`src/rtl/maze_dfs_engine.sv`:
```
// Depth-first maze solver for a 2^COORD_W square grid: marks cells, probes neighbours, backtracks via a direction stack.
// Memory requests hold until mem_ack (zero-wait capable); in DONE the stack is replayed one beat per path_ready cycle.
module maze_dfs_engine #(
  parameter int COORD_W = 4,
  parameter int DEPTH   = 2 ** (2 * COORD_W)
) (
  input  logic                   clk,
  input  logic                   rst,
  input  logic                   start,
  input  logic [2*COORD_W-1:0]   src,
  input  logic [2*COORD_W-1:0]   dst,
  output logic [2*COORD_W-1:0]   mem_addr,
  output logic                   mem_rd,
  output logic                   mem_wr,
  input  logic                   mem_rdata,
  input  logic                   mem_ack,
  output logic [2*COORD_W-1:0]   cur_loc,
  output logic                   busy,
  output logic                   done,
  output logic                   fail,
  output logic                   overflow,
  output logic                   path_valid,
  output logic [1:0]             path_dir,
  output logic                   path_last,
  input  logic                   path_ready
);
  localparam int LOC_W = 2 * COORD_W;
  localparam int SP_W  = $clog2(DEPTH + 1);
  localparam int IDX_W = (DEPTH > 1) ? $clog2(DEPTH) : 1;

  typedef enum logic [3:0] {
    S_IDLE, S_MARK, S_CHECK, S_PROBE, S_EVAL, S_NEXT, S_BACK, S_DONE, S_FAIL
  } state_t;

  state_t state, state_nxt;

  logic [LOC_W-1:0] cur, dst_q, nbr;
  logic [SP_W-1:0]  sp, idx;
  logic [1:0]       dir, top_d;
  logic             rdata_q, done_q, fail_q, ovf_q;
  logic [1:0]       stack [DEPTH];
  logic             off_grid, at_goal, stack_full, stack_empty, start_ok, beat;

  function automatic logic [LOC_W-1:0] step(input logic [LOC_W-1:0] loc, input logic [1:0] d);
    logic [COORD_W-1:0] r, c;
    r = loc[LOC_W-1:COORD_W];
    c = loc[COORD_W-1:0];
    case (d)
      2'd0:    c = c + COORD_W'(1);
      2'd1:    r = r + COORD_W'(1);
      2'd2:    c = c - COORD_W'(1);
      default: r = r - COORD_W'(1);
    endcase
    return {r, c};
  endfunction

  // A move off the grid edge must never wrap, so it is skipped before any memory access.
  always_comb begin
    off_grid = 1'b0;
    case (dir)
      2'd0:    off_grid = &cur[COORD_W-1:0];
      2'd1:    off_grid = &cur[LOC_W-1:COORD_W];
      2'd2:    off_grid = (cur[COORD_W-1:0] == '0);
      default: off_grid = (cur[LOC_W-1:COORD_W] == '0);
    endcase
  end

  assign nbr         = step(cur, dir);
  assign top_d       = stack[IDX_W'(sp - SP_W'(1))];
  assign at_goal     = (cur == dst_q);
  assign stack_full  = (sp == SP_W'(DEPTH));
  assign stack_empty = (sp == '0);
  assign start_ok    = start && ((state == S_IDLE) || (state == S_DONE) || (state == S_FAIL));
  assign beat        = path_valid && path_ready;

  always_ff @(posedge clk or posedge rst) begin
    if (rst) state <= S_IDLE;
    else     state <= state_nxt;
  end

  always_comb begin
    state_nxt = state;
    case (state)
      S_IDLE:  if (start) state_nxt = S_MARK;
      S_MARK:  if (mem_ack) state_nxt = S_CHECK;
      S_CHECK: state_nxt = at_goal ? S_DONE : S_PROBE;
      S_PROBE: begin
        if (off_grid)     state_nxt = S_NEXT;
        else if (mem_ack) state_nxt = S_EVAL;
      end
      S_EVAL: begin
        if (rdata_q)         state_nxt = S_NEXT;
        else if (stack_full) state_nxt = S_FAIL;
        else                 state_nxt = S_MARK;
      end
      S_NEXT:  state_nxt = (dir == 2'd3) ? S_BACK : S_PROBE;
      S_BACK: begin
        if (stack_empty)         state_nxt = S_FAIL;
        else if (top_d == 2'd3)  state_nxt = S_BACK;
        else                     state_nxt = S_PROBE;
      end
      S_DONE:  if (start) state_nxt = S_MARK;
      S_FAIL:  if (start) state_nxt = S_MARK;
      default: state_nxt = S_IDLE;
    endcase
  end

  always_ff @(posedge clk or posedge rst) begin
    if (rst) begin
      cur     <= '0;
      dst_q   <= '0;
      sp      <= '0;
      idx     <= '0;
      dir     <= '0;
      rdata_q <= 1'b0;
      done_q  <= 1'b0;
      fail_q  <= 1'b0;
      ovf_q   <= 1'b0;
    end else if (start_ok) begin
      cur    <= src;
      dst_q  <= dst;
      sp     <= '0;
      idx    <= '0;
      done_q <= 1'b0;
      fail_q <= 1'b0;
      ovf_q  <= 1'b0;
    end else begin
      case (state)
        S_CHECK: begin
          dir <= '0;
          if (at_goal) done_q <= 1'b1;
        end
        S_PROBE: if (!off_grid && mem_ack) rdata_q <= mem_rdata;
        S_EVAL: begin
          if (!rdata_q) begin
            if (stack_full) begin
              fail_q <= 1'b1;
              ovf_q  <= 1'b1;
            end else begin
              sp  <= sp + SP_W'(1);
              cur <= nbr;
            end
          end
        end
        S_NEXT: if (dir != 2'd3) dir <= dir + 2'd1;
        // Popping retraces the move and resumes at the next untried direction.
        S_BACK: begin
          if (stack_empty) begin
            fail_q <= 1'b1;
          end else begin
            sp  <= sp - SP_W'(1);
            cur <= step(cur, top_d ^ 2'd2);
            dir <= top_d + 2'd1;
          end
        end
        S_DONE: if (beat) idx <= idx + SP_W'(1);
        default: ;
      endcase
    end
  end

  always_ff @(posedge clk) begin
    if ((state == S_EVAL) && !rdata_q && !stack_full)
      stack[IDX_W'(sp)] <= dir;
  end

  always_comb begin
    mem_rd     = 1'b0;
    mem_wr     = 1'b0;
    mem_addr   = '0;
    busy       = 1'b1;
    path_valid = 1'b0;
    path_dir   = 2'd0;
    path_last  = 1'b0;
    case (state)
      S_MARK: begin
        mem_wr   = 1'b1;
        mem_addr = cur;
      end
      S_PROBE: begin
        if (!off_grid) begin
          mem_rd   = 1'b1;
          mem_addr = nbr;
        end
      end
      S_IDLE, S_FAIL: busy = 1'b0;
      S_DONE: begin
        busy       = 1'b0;
        path_valid = (idx < sp);
        if (idx < sp) begin
          path_dir  = stack[IDX_W'(idx)];
          path_last = (idx == sp - SP_W'(1));
        end
      end
      default: ;
    endcase
  end

  assign cur_loc  = cur;
  assign done     = done_q;
  assign fail     = fail_q;
  assign overflow = ovf_q;

endmodule

```
`config.mk`:
```
export PLATFORM = sky130hd
export DESIGN_NAME = maze_dfs_engine
export DESIGN_NICKNAME = d
export VERILOG_FILES = /design/src/rtl/maze_dfs_engine.sv
export SDC_FILE = /design/constraint.sdc
export NUM_CORES = 1
export LEC_CHECK = 0
export BUFFER_PORTS_ARGS = -buffer_cell sky130_fd_sc_hd__buf_2
export CAP_MARGIN = 20
export CORE_MARGIN = 4
export CORE_UTILIZATION = 40
export CTS_CLUSTER_SIZE = 10
export DETAILED_ROUTE_END_ITERATION = 6
export SYNTH_ARGS = -nofsm -noshare
export SYNTH_HDL_FRONTEND = slang
export SYNTH_SLANG_ARGS = --single-unit
```
`constraint.sdc`:
```
create_clock -name clk -period 7 [get_ports clk]
set_clock_uncertainty 0.2 [all_clocks]
set_input_delay 0.35 -clock clk [delete_from_list [all_inputs] [get_ports clk]]
set_output_delay 0.35 -clock clk [all_outputs]
set_load 0.005 [all_outputs]
```
## After elaboration in Yosys (flattened, before gate mapping)

Memories as Yosys holds them, arrays and structs flattened.
Cells that the tools add are included.

- Add/sub/neg operators: 9
- Order comparisons: 1
- Equality and inequality tests: 31
- Multiplexer cells: 55
- Bitwise operators: 2
- Reductions and logical operators: 39

Operators with widths:

| cell | number |
|---|---|
| $mux 9 | 7 |
| $mux 8 | 5 |
| $pmux 4 s2 | 4 |
| $pmux 8 s2 | 2 |
| $mux 4 | 7 |
| $pmux 4 s7 | 1 |
| $ne 3x3->1 const B | 7 |
| $reduce_and 4->1 | 5 |
| $add 9x1->9 const B | 2 |
| $mux 1 | 18 |
| $pmux 9 s2 | 1 |
| $eq 4x3->1 const B | 4 |
| $logic_not 4->1 | 3 |
| $reduce_bool 2->1 | 6 |
| $reduce_and 5->1 | 2 |
| $eq 9x9->1 | 1 |
| $eq 9x9->1 const B | 1 |
| $logic_not 9->1 | 1 |
| $lt 9x9->1 | 1 |
| $mux 3 | 3 |
| $reduce_and 3->1 | 3 |
| $sub 9x1->9 const B | 1 |
| $add 4x1->4 const B | 2 |
| $eq 2x2->1 const B | 4 |
| 23 further kinds | 46 |

- Bits in registers: 44
- RAM bits: 512
- Input bits: 22
- Word-level logic and storage cells: 149
- Memories: 1

Memories:

| name | depth | bits a word | read ports | clocked after Yosys merged registers in | write ports | line | RTL |
|---|---|---|---|---|---|---|---|
| stack | 256 | 2 | 2 | 0 | 1 | 41 | `logic [1:0] stack [DEPTH];` |

## Depth between registers and ports, before layout

Gate-level depths: netlist of the first run.
An unclocked memory read counts as a cell.

- Word-level depth: 9
- Gate-level depth with buffers: 23
- Gate-level depth less buffers: 12

## Worst setup path after synthesis of the first run

No wires, ideal clock.

- Path kind: register to register
- Start: register dir[1]
- End: register rdata_q
- Library setup time: 125 ps
- Data arrival time: 4820 ps
- Setup slack: 1855 ps
- Stages on the path, launching flop included: 8
- Path buffers: 1
- Period minus slack after synthesis: 5145 ps
- Cell sequence: dfrtp_1 -> clkbuf_1 -> and4b_1 -> nor3_1 -> nor2_1 -> nor3b_1 -> nand3_1 -> mux2_2

- Longest elaborated chain between the ends: 5

Ends and longest elaborated chain:

| element | line | RTL |
|---|---|---|
| start: declaration | 39 | `logic [1:0] dir, top_d;` |
| start signal: assignment | 145 | `S_NEXT: if (dir != 2'd3) dir <= dir + 2'd1;` |
| start signal: assignment | 153 | `dir <= top_d + 2'd1;` |
| $eq 2x2->1 (tied with other cells) | 60 | `case (dir)` |
| $pmux 1 s3 * | 60 |  |
| $logic_not 1->1 * | n/a |  |
| $logic_and 1x1->1 * | 133 | `S_PROBE: if (!off_grid && mem_ack) rdata_q <= mem_rdata;` |
| $reduce_and 3->1 (no source line) * | n/a |  |
| end signal: assignment | 133 |  |
| end: declaration | 40 | `logic rdata_q, done_q, fail_q, ovf_q;` |

Every way passes the cells marked *; elsewhere a longest branch is shown, timed or not.
A chain may end at the register's enable or synchronous reset.

## Worst setup path after layout of the first run

- Start: register idx[1]
- End: output port path_dir[1]

- Longest elaborated chain between the ends: 3

Ends and longest elaborated chain:

| element | line | RTL |
|---|---|---|
| start: declaration | 38 | `logic [SP_W-1:0] sp, idx;` |
| start signal: assignment | 156 | `S_DONE: if (beat) idx <= idx + SP_W'(1);` |
| $mem_v2 256x2 / $lt 9x9->1 (equally long branches) | n/a |  |
| $mux 2 * | 190 | `if (idx < sp) begin` |
| $mux 2 * | 175 | `case (state)` |
| end: declaration | 23 | `output logic [1:0] path_dir,` |

Marks and branches as above.

==> metrics, run 1 <==
count leader, synth edfxtp_1; Mapped Nets 2,209; Resize count post-CTS 0; Ys Warns 0; Post-Syn Area 29,200 um2; R2R Path Start sp[0]; diode count 0; EDFF count, synth between 500 and 600; RePlAce Congestion roughly 0.92; element type at the critical path start flop; fin crit period between 5 and 6 ns; Worst-Margin Slew ~1.2 ns; PortBufs 47; grt peak-use layer met2; via count 20,100; Hold Vio Cnt, Final 0; syn_area_per_cell 13.5 um2; I/O pin count between 40 and 50; Worst Setup SP idx[1]; WL/cell roughly 28 um; cell count after synthesis 2,168; Setup TNS 0 ns; dpl cell area approximately 30,000 um2; Tot GR Track Use about 23%; maximum clock rate 185 MHz; Power Dens Cells 446 nW/um2; share of layout cells above drive strength 1 20.4%; finished layout cell area approximately 33,000 um2; setup violators final 0; Post-DRT Antenna Nets 0; Max Slew Vio Count 0; fin crit share a little under 80%; CP endpoint kind primary output; Non-Filler Instances between 3,000 and 4,000; Yosys top cell by area edfxtp_1; critical path cell sequence buf_4 > and2_2 > buf_4 > a21oi_1 > o21ai_0 > o22ai_1 > a21oi_1 > a21oi_1 > mux4_2 > a211oi_1 > buf_2; die width about 280 um; CTS sink cnt around 560; drt drc 0; DIE AREA approximately 77,000 um2; Post-Route WL roughly 90,000 um; share of synthesized registers carrying an async set or reset 7.91%; CP Data Required Time 6.45 ns; worst hold slack about 0.064 ns; Place WS roughly 1.8 ns; Max FO, Critical Path 38; Initial Util roughly 40%; global-route wire length before repair approximately 130,000 um; Main synth FF type edfxtp_1; pin count of the biggest net entering global routing ~120; Clock transition at path regs 0.06 ns; Die H approximately 280 um; met1 usage a little under a third; synth cell count leaders edfxtp_1 (512), nor2_1 (312), mux4_2 (194); Synth-to-Final Area Change 11.4%; Max-Slew Margin vs Limit a little under 20%; H-Tree Depth 3; Worst-Skew Late Latency 0.61 ns; CORE AREA about 72,000 um2; Worst path slowest cell and2_2; Placed Cells 3,019; CTS tree built; DP HPWL 54,900 um; Nets between 2,000 and 2,500; drt pass-1 iters 6; Vias per Instance 6.41; RSZ-0062 raised after global routing no; Crit Path Category flop to primary output; max incr delay on CP about 0.7 ns; Synth cell types 79; path type of the worst min-delay path primary input to flop; TritonCTS Buffers just under 70; number of global-route vias before repair around 20,000; LEAKAGE about 10 nW; post-synthesis register bit count 556; GRT overflow 0; top-area cell type share of the netlist area 52.6%; root buffer cell clkbuf_16; min-delay src src[6]; Worst EP arrival around 4.8 ns; setup ws final 1.61 ns; initial antenna violation count 3; # Max-Cap Violations 0; row cnt between 90 and 100; status complete, no violations; First DRT Iteration DRCs 2,591; GRT met3 Usage under 10%; CP dominant cell by count a21oi_1; sequential area share after synthesis between 50 and 60%; fillers roughly 6,300; met2 Use GR between 30% and 40%; Max clock buf depth 3; Worst VDD drop between 400 and 500 uV; dominant cells by area after synthesis edfxtp_1 (53%), mux4_2 (15%), mux2i_1 (4.9%)
[report_power, final]
group	internal, W	leakage, nW	switching, W
Sequential	0.00392	5.27	0.000403
Combinational	0.00277	4.07	0.00424
Clock	0.00187	0.960	0.00132
Total	0.00856	10.3	0.00596
[registers in the layout (all words and copies together) (netlist names)]
| signal | flops |
|---|---|
| sp | 9 |
| dir | 2 |
| dst_q | 8 |
| stack | 512 |
| idx | 9 |
| fail | 1 |
| done | 1 |
| rdata_q | 1 |
| overflow | 1 |
| state | 4 |
| cur_loc | 8 |
[cell type report]
cell class / count / area, um2 / share of cell area [%]
well taps: 950 / 1190 / 3.66
clock inverters: 13 / 114 / 0.350
flip-flops and latches: 556 / 16500 / 50.7
repair buffers: 112 / 911 / 2.80
inverters: 24 / 90.1 / 0.277
clock buffers: 85 / 1840 / 5.65
multi-input cells: 1401 / 11900 / 36.5
[stage by stage]
step | power (W) | util [%]
final | 0.0145 | 45.2
after floorplan | 0.00912 | -
after CTS | 0.0145 | 45.0
after global routing | 0.0152 | 45.2
after global placement | 0.0112 | 42.1
after detailed placement | 0.0112 | 42.1
[routing by layer]
| metal | up-vias | wire, um |
|---|---|---|
| met1 | 10400 | 35700 |
| met3 | 195 | 8160 |
| met4 | 0 | 3170 |
| met2 | 1093 | 42400 |
| li1 | 8452 | - |
| met5 | - | 0 |
[cell usage in the layout, fill, tap and decap left out, types with 14 or more instances in the layout]
master / instances
mux2i_1: 143
buf_2: 47
o21ai_0: 52
o221ai_1: 33
a211oi_1: 27
buf_4: 36
clkbuf_16: 70
nor4_1: 14
o22ai_1: 41
nand2_1: 153
nand2b_1: 21
nand3_1: 35
mux4_2: 194
xor2_1: 19
xnor2_1: 17
mux2_2: 34
inv_1: 22
dfrtp_1: 37
dlygate4sd3_1: 19
nor2_1: 312
a21oi_1: 106
ha_1: 18
edfxtp_1: 512
[what timing repair did]
action,CTS,global route
setup buffers,0,0
endpoints found under the setup margin,0,0
hold buffers,18,1
hold endpoints to repair,60,5
[kinds of logic (layout without fill, tap and decap cells)]
group	count (synthesis)	after routing	synth area share, %
and+or+nand+nor	625	625	9.32
DFF	556	556	56.4
muxes	372	372	21.3
AOI/OAI and AO/OA	347	347	7.84
buffers and inverters	211	234	3.14
xor gates and xnor gates	38	38	1.20
adders and majority gates	19	19	0.814
[final timing paths]
path	cells after the start	slack, ns	endpoint
setup reg to reg	12	1.69	cur_loc[2]
min in group asynchronous	4	0.55	dst_q[0]
hold / removal	5	0.06	cur_loc[6]
max in group asynchronous	5	5.57	idx[0]
hold reg to reg	2	0.30	dst_q[5]
setup / recovery	11	1.61	path_dir[1]
[critical path: cells and delay by family (launching register included)]
kind,cells,cell delay (ns)
flip-flops,1,0.41
AO/OA/AOI/OAI,6,1.21
buffers and inverters,3,1.34
AND/OR/NAND/NOR,1,0.68
multiplexers,1,0.56
Power figures use the tool's default switching activity.
==> run 2, diff against run 1 <==
Clock period 7 ns to 4.7 ns, I/O delays scaled along.
==> run 2 against run 1 <==
  * Non-clock buffer count increased by 50
  * Worst setup slack got worse by 1.5 ns
  * First-iteration DRC count decreased by 3.6%
  * Register-to-register slack got worse by 1.5 ns
  * Wire length increased by 1.8%
  * Via count increased by 1.1%
  * Global-route usage increased by 0.34 points
  * Critical path depth decreased by 1
  * Sequential power increased by 46%
  * Sequential share of layout area decreased by 0.61 points
  * Final area increased by 1.2%
  * Core utilization increased by 0.55 points
==> metrics, run 2 (same netlist as run 1, synthesis figures left out) <==
drt drc 0; Max-Slew Margin vs Limit 24.5%; drt pass-1 iters 7; RSZ-0062 raised after global routing no; Tot GR Track Use between 20 and 25%; Regs by FF count stack x512, idx x9, sp x9; fin crit share a little over nine tenths; R2R depth 13; critical path cell sequence buf_12 > mux2_2 > a21oi_1 > o21ai_0 > o22ai_1 > a211oi_1 > a21oi_1 > mux4_2 > a211oi_1 > buf_2; Max Slew Vio Count 0; reg2reg end cur_loc[2]; max incr delay on CP 0.63 ns; area of the multi-input gates about 12,000 um2; fin crit period around 4.6 ns; PortBufs 47; via count 20,400; GRT overflow 0; DIE AREA 77,400 um2; Synth-to-Final Area Change 12.7%; setup violators final 0; element type at the critical path start flop; Biggest register stack; H-Tree Depth 3; R2R Path Start sp[0]; Die H roughly 280 um; Vias per Instance about 6.4; most frequent cells in the layout edfxtp_1 (512), nor2_1 (312), mux4_2 (194); flop-to-flop setup slack between 0.15 and 0.2 ns; root buffer cell clkbuf_16; Largest delay share family, worst path compound AO/OA/AOI/OAI gates; global-route wire length before repair between 100,000 and 150,000 um; RePlAce Congestion 0.952; Post-Route WL just over 90,000 um; pin count of the biggest net entering global routing around 110; Crit Path Category flop to primary output; Worst EP arrival 4.16 ns; First DRT Iteration DRCs about 2,500; Max FO, Critical Path 74; path type of the worst min-delay path primary input to flop; WL/cell roughly 28 um; TritonCTS Buffers 67; Worst-Margin Slew around 1.1 ns; Initial Util about two fifths; row cnt 98; CTS tree built; Worst VDD drop about 500 uV; Largest register FFs a little over 500; commonest non-fill, non-tap cell in the layout edfxtp_1; number of global-route vias before repair 20,500; Non-Filler Instances ~3,200; die width ~280 um; Max clock buf depth 3; fillers ~6,300; Placed Cells 3,067; CTS sink cnt approximately 560; CP Data Required Time 4.26 ns; status complete, no violations; DP HPWL between 50,000 and 60,000 um; min-delay src mem_ack; initial antenna violation count 0; Hold Path Stages 4; share of layout cells above drive strength 1 about a fifth; CP endpoint kind primary output; worst hold endpoint state[2]; # Max-Cap Violations 0; CP Buf/Inv Count 2; maximum clock rate about 220 MHz; I/O pin count 48; Hold Vio Cnt, Final 0; Worst-Skew Late Latency around 0.62 ns; Worst path slowest cell dfrtp_4; Setup TNS 0 ns; Clock transition at path regs ~0.06 ns; diode count 0; Power Dens Cells roughly 670 nW/um2; CORE AREA just over 70,000 um2; FF/Latch Area around 16,000 um2; Post-DRT Antenna Nets 0; Nets about 2,300; LEAKAGE 10.5 nW
-- run 2: cell count changes in the layout (fill, tap and decap cells not counted), moves of 4 or more --
cell and delta:
buf_4 +40, clkbuf_1 +8, buf_12 +7, nand2_1 +6
nand2_2 -6, clkinv_2 -5, dlygate4sd3_1 +4
-- run 2: area by class of cell --
cell class,instances,share of cell area [%]
Tap cell,950,3.61
Multi-Input combinational cell,1401,36.0
Inverter,24,0.274
Sequential cell,556,50.1
Timing Repair Buffer,162,4.14
Clock inverter,9,0.236
Clock buffer,91,5.59
-- run 2: routing by layer --
layer	part of all wire, %	global-route usage, %
met4	4.7	10.4
met2	46	36.0
met3	10	6.01
met5	0	0
met1	39	30.4
-- run 2: worst register-to-register path: stages, from the launching register on --
cell and delay [ns]:
dfrtp_4 0.53, inv_1 0.13, ha_4 0.28, nor3b_1 0.41, nand2_1 0.17, xnor2_1 0.53
nor2_1 0.26, a21boi_0 0.29, a2111oi_4 0.62, nor2_1 0.09, buf_4 0.20, and3_1 0.19
or2_0 0.22, o311a_1 0.29
-- run 2: where the power goes --
part           switching [W]  total [W]  internal, W  leakage [nW]
logic                0.00652     0.0110      0.00452          4.32
clock network        0.00200    0.00472      0.00272         0.930
registers           0.000491    0.00634      0.00585          5.27
total                0.00901     0.0221       0.0131          10.5
-- run 2: what timing repair did --
action / in CTS / in global routing
hold buffers: 22 / 1
endpoints found under the setup margin: 0 / 4
resized for setup: 0 / 3
endpoints found under the hold margin: 73 / 7
setup buffers: 0 / 1
-- run 2: worst max path at each step --
| stage | slack [ns] | from | endpoint | cells past startpoint |
|---|---|---|---|---|
| finish | 0.10 | idx[0] | path_dir[1] | 10 |
| global placement | 0.26 | sp[0] | cur_loc[2] | 13 |
| global route | 0.02 | idx[0] | path_dir[1] | 10 |
| detailed placement | 0.26 | sp[0] | cur_loc[2] | 13 |
| floorplan | 0.03 | sp[0] | state[2] | 21 |
| CTS | 0.02 | idx[1] | path_dir[1] | 10 |
-- run 2: metrics by stage --
stage	utilization, %	cell area, um2	power (W)	hold slack (ns)	setup slack [ns]
floorplan	-	29200	0.0136	0.140	0.0336
global placement	42.6	30700	0.0171	0.239	0.261
detailed placement	42.6	30700	0.0172	0.241	0.261
CTS	45.6	32800	0.0220	0.00740	0.0195
global route	45.7	32900	0.0230	0.0545	0.0219
finish	45.7	32900	0.0221	0.0263	0.104
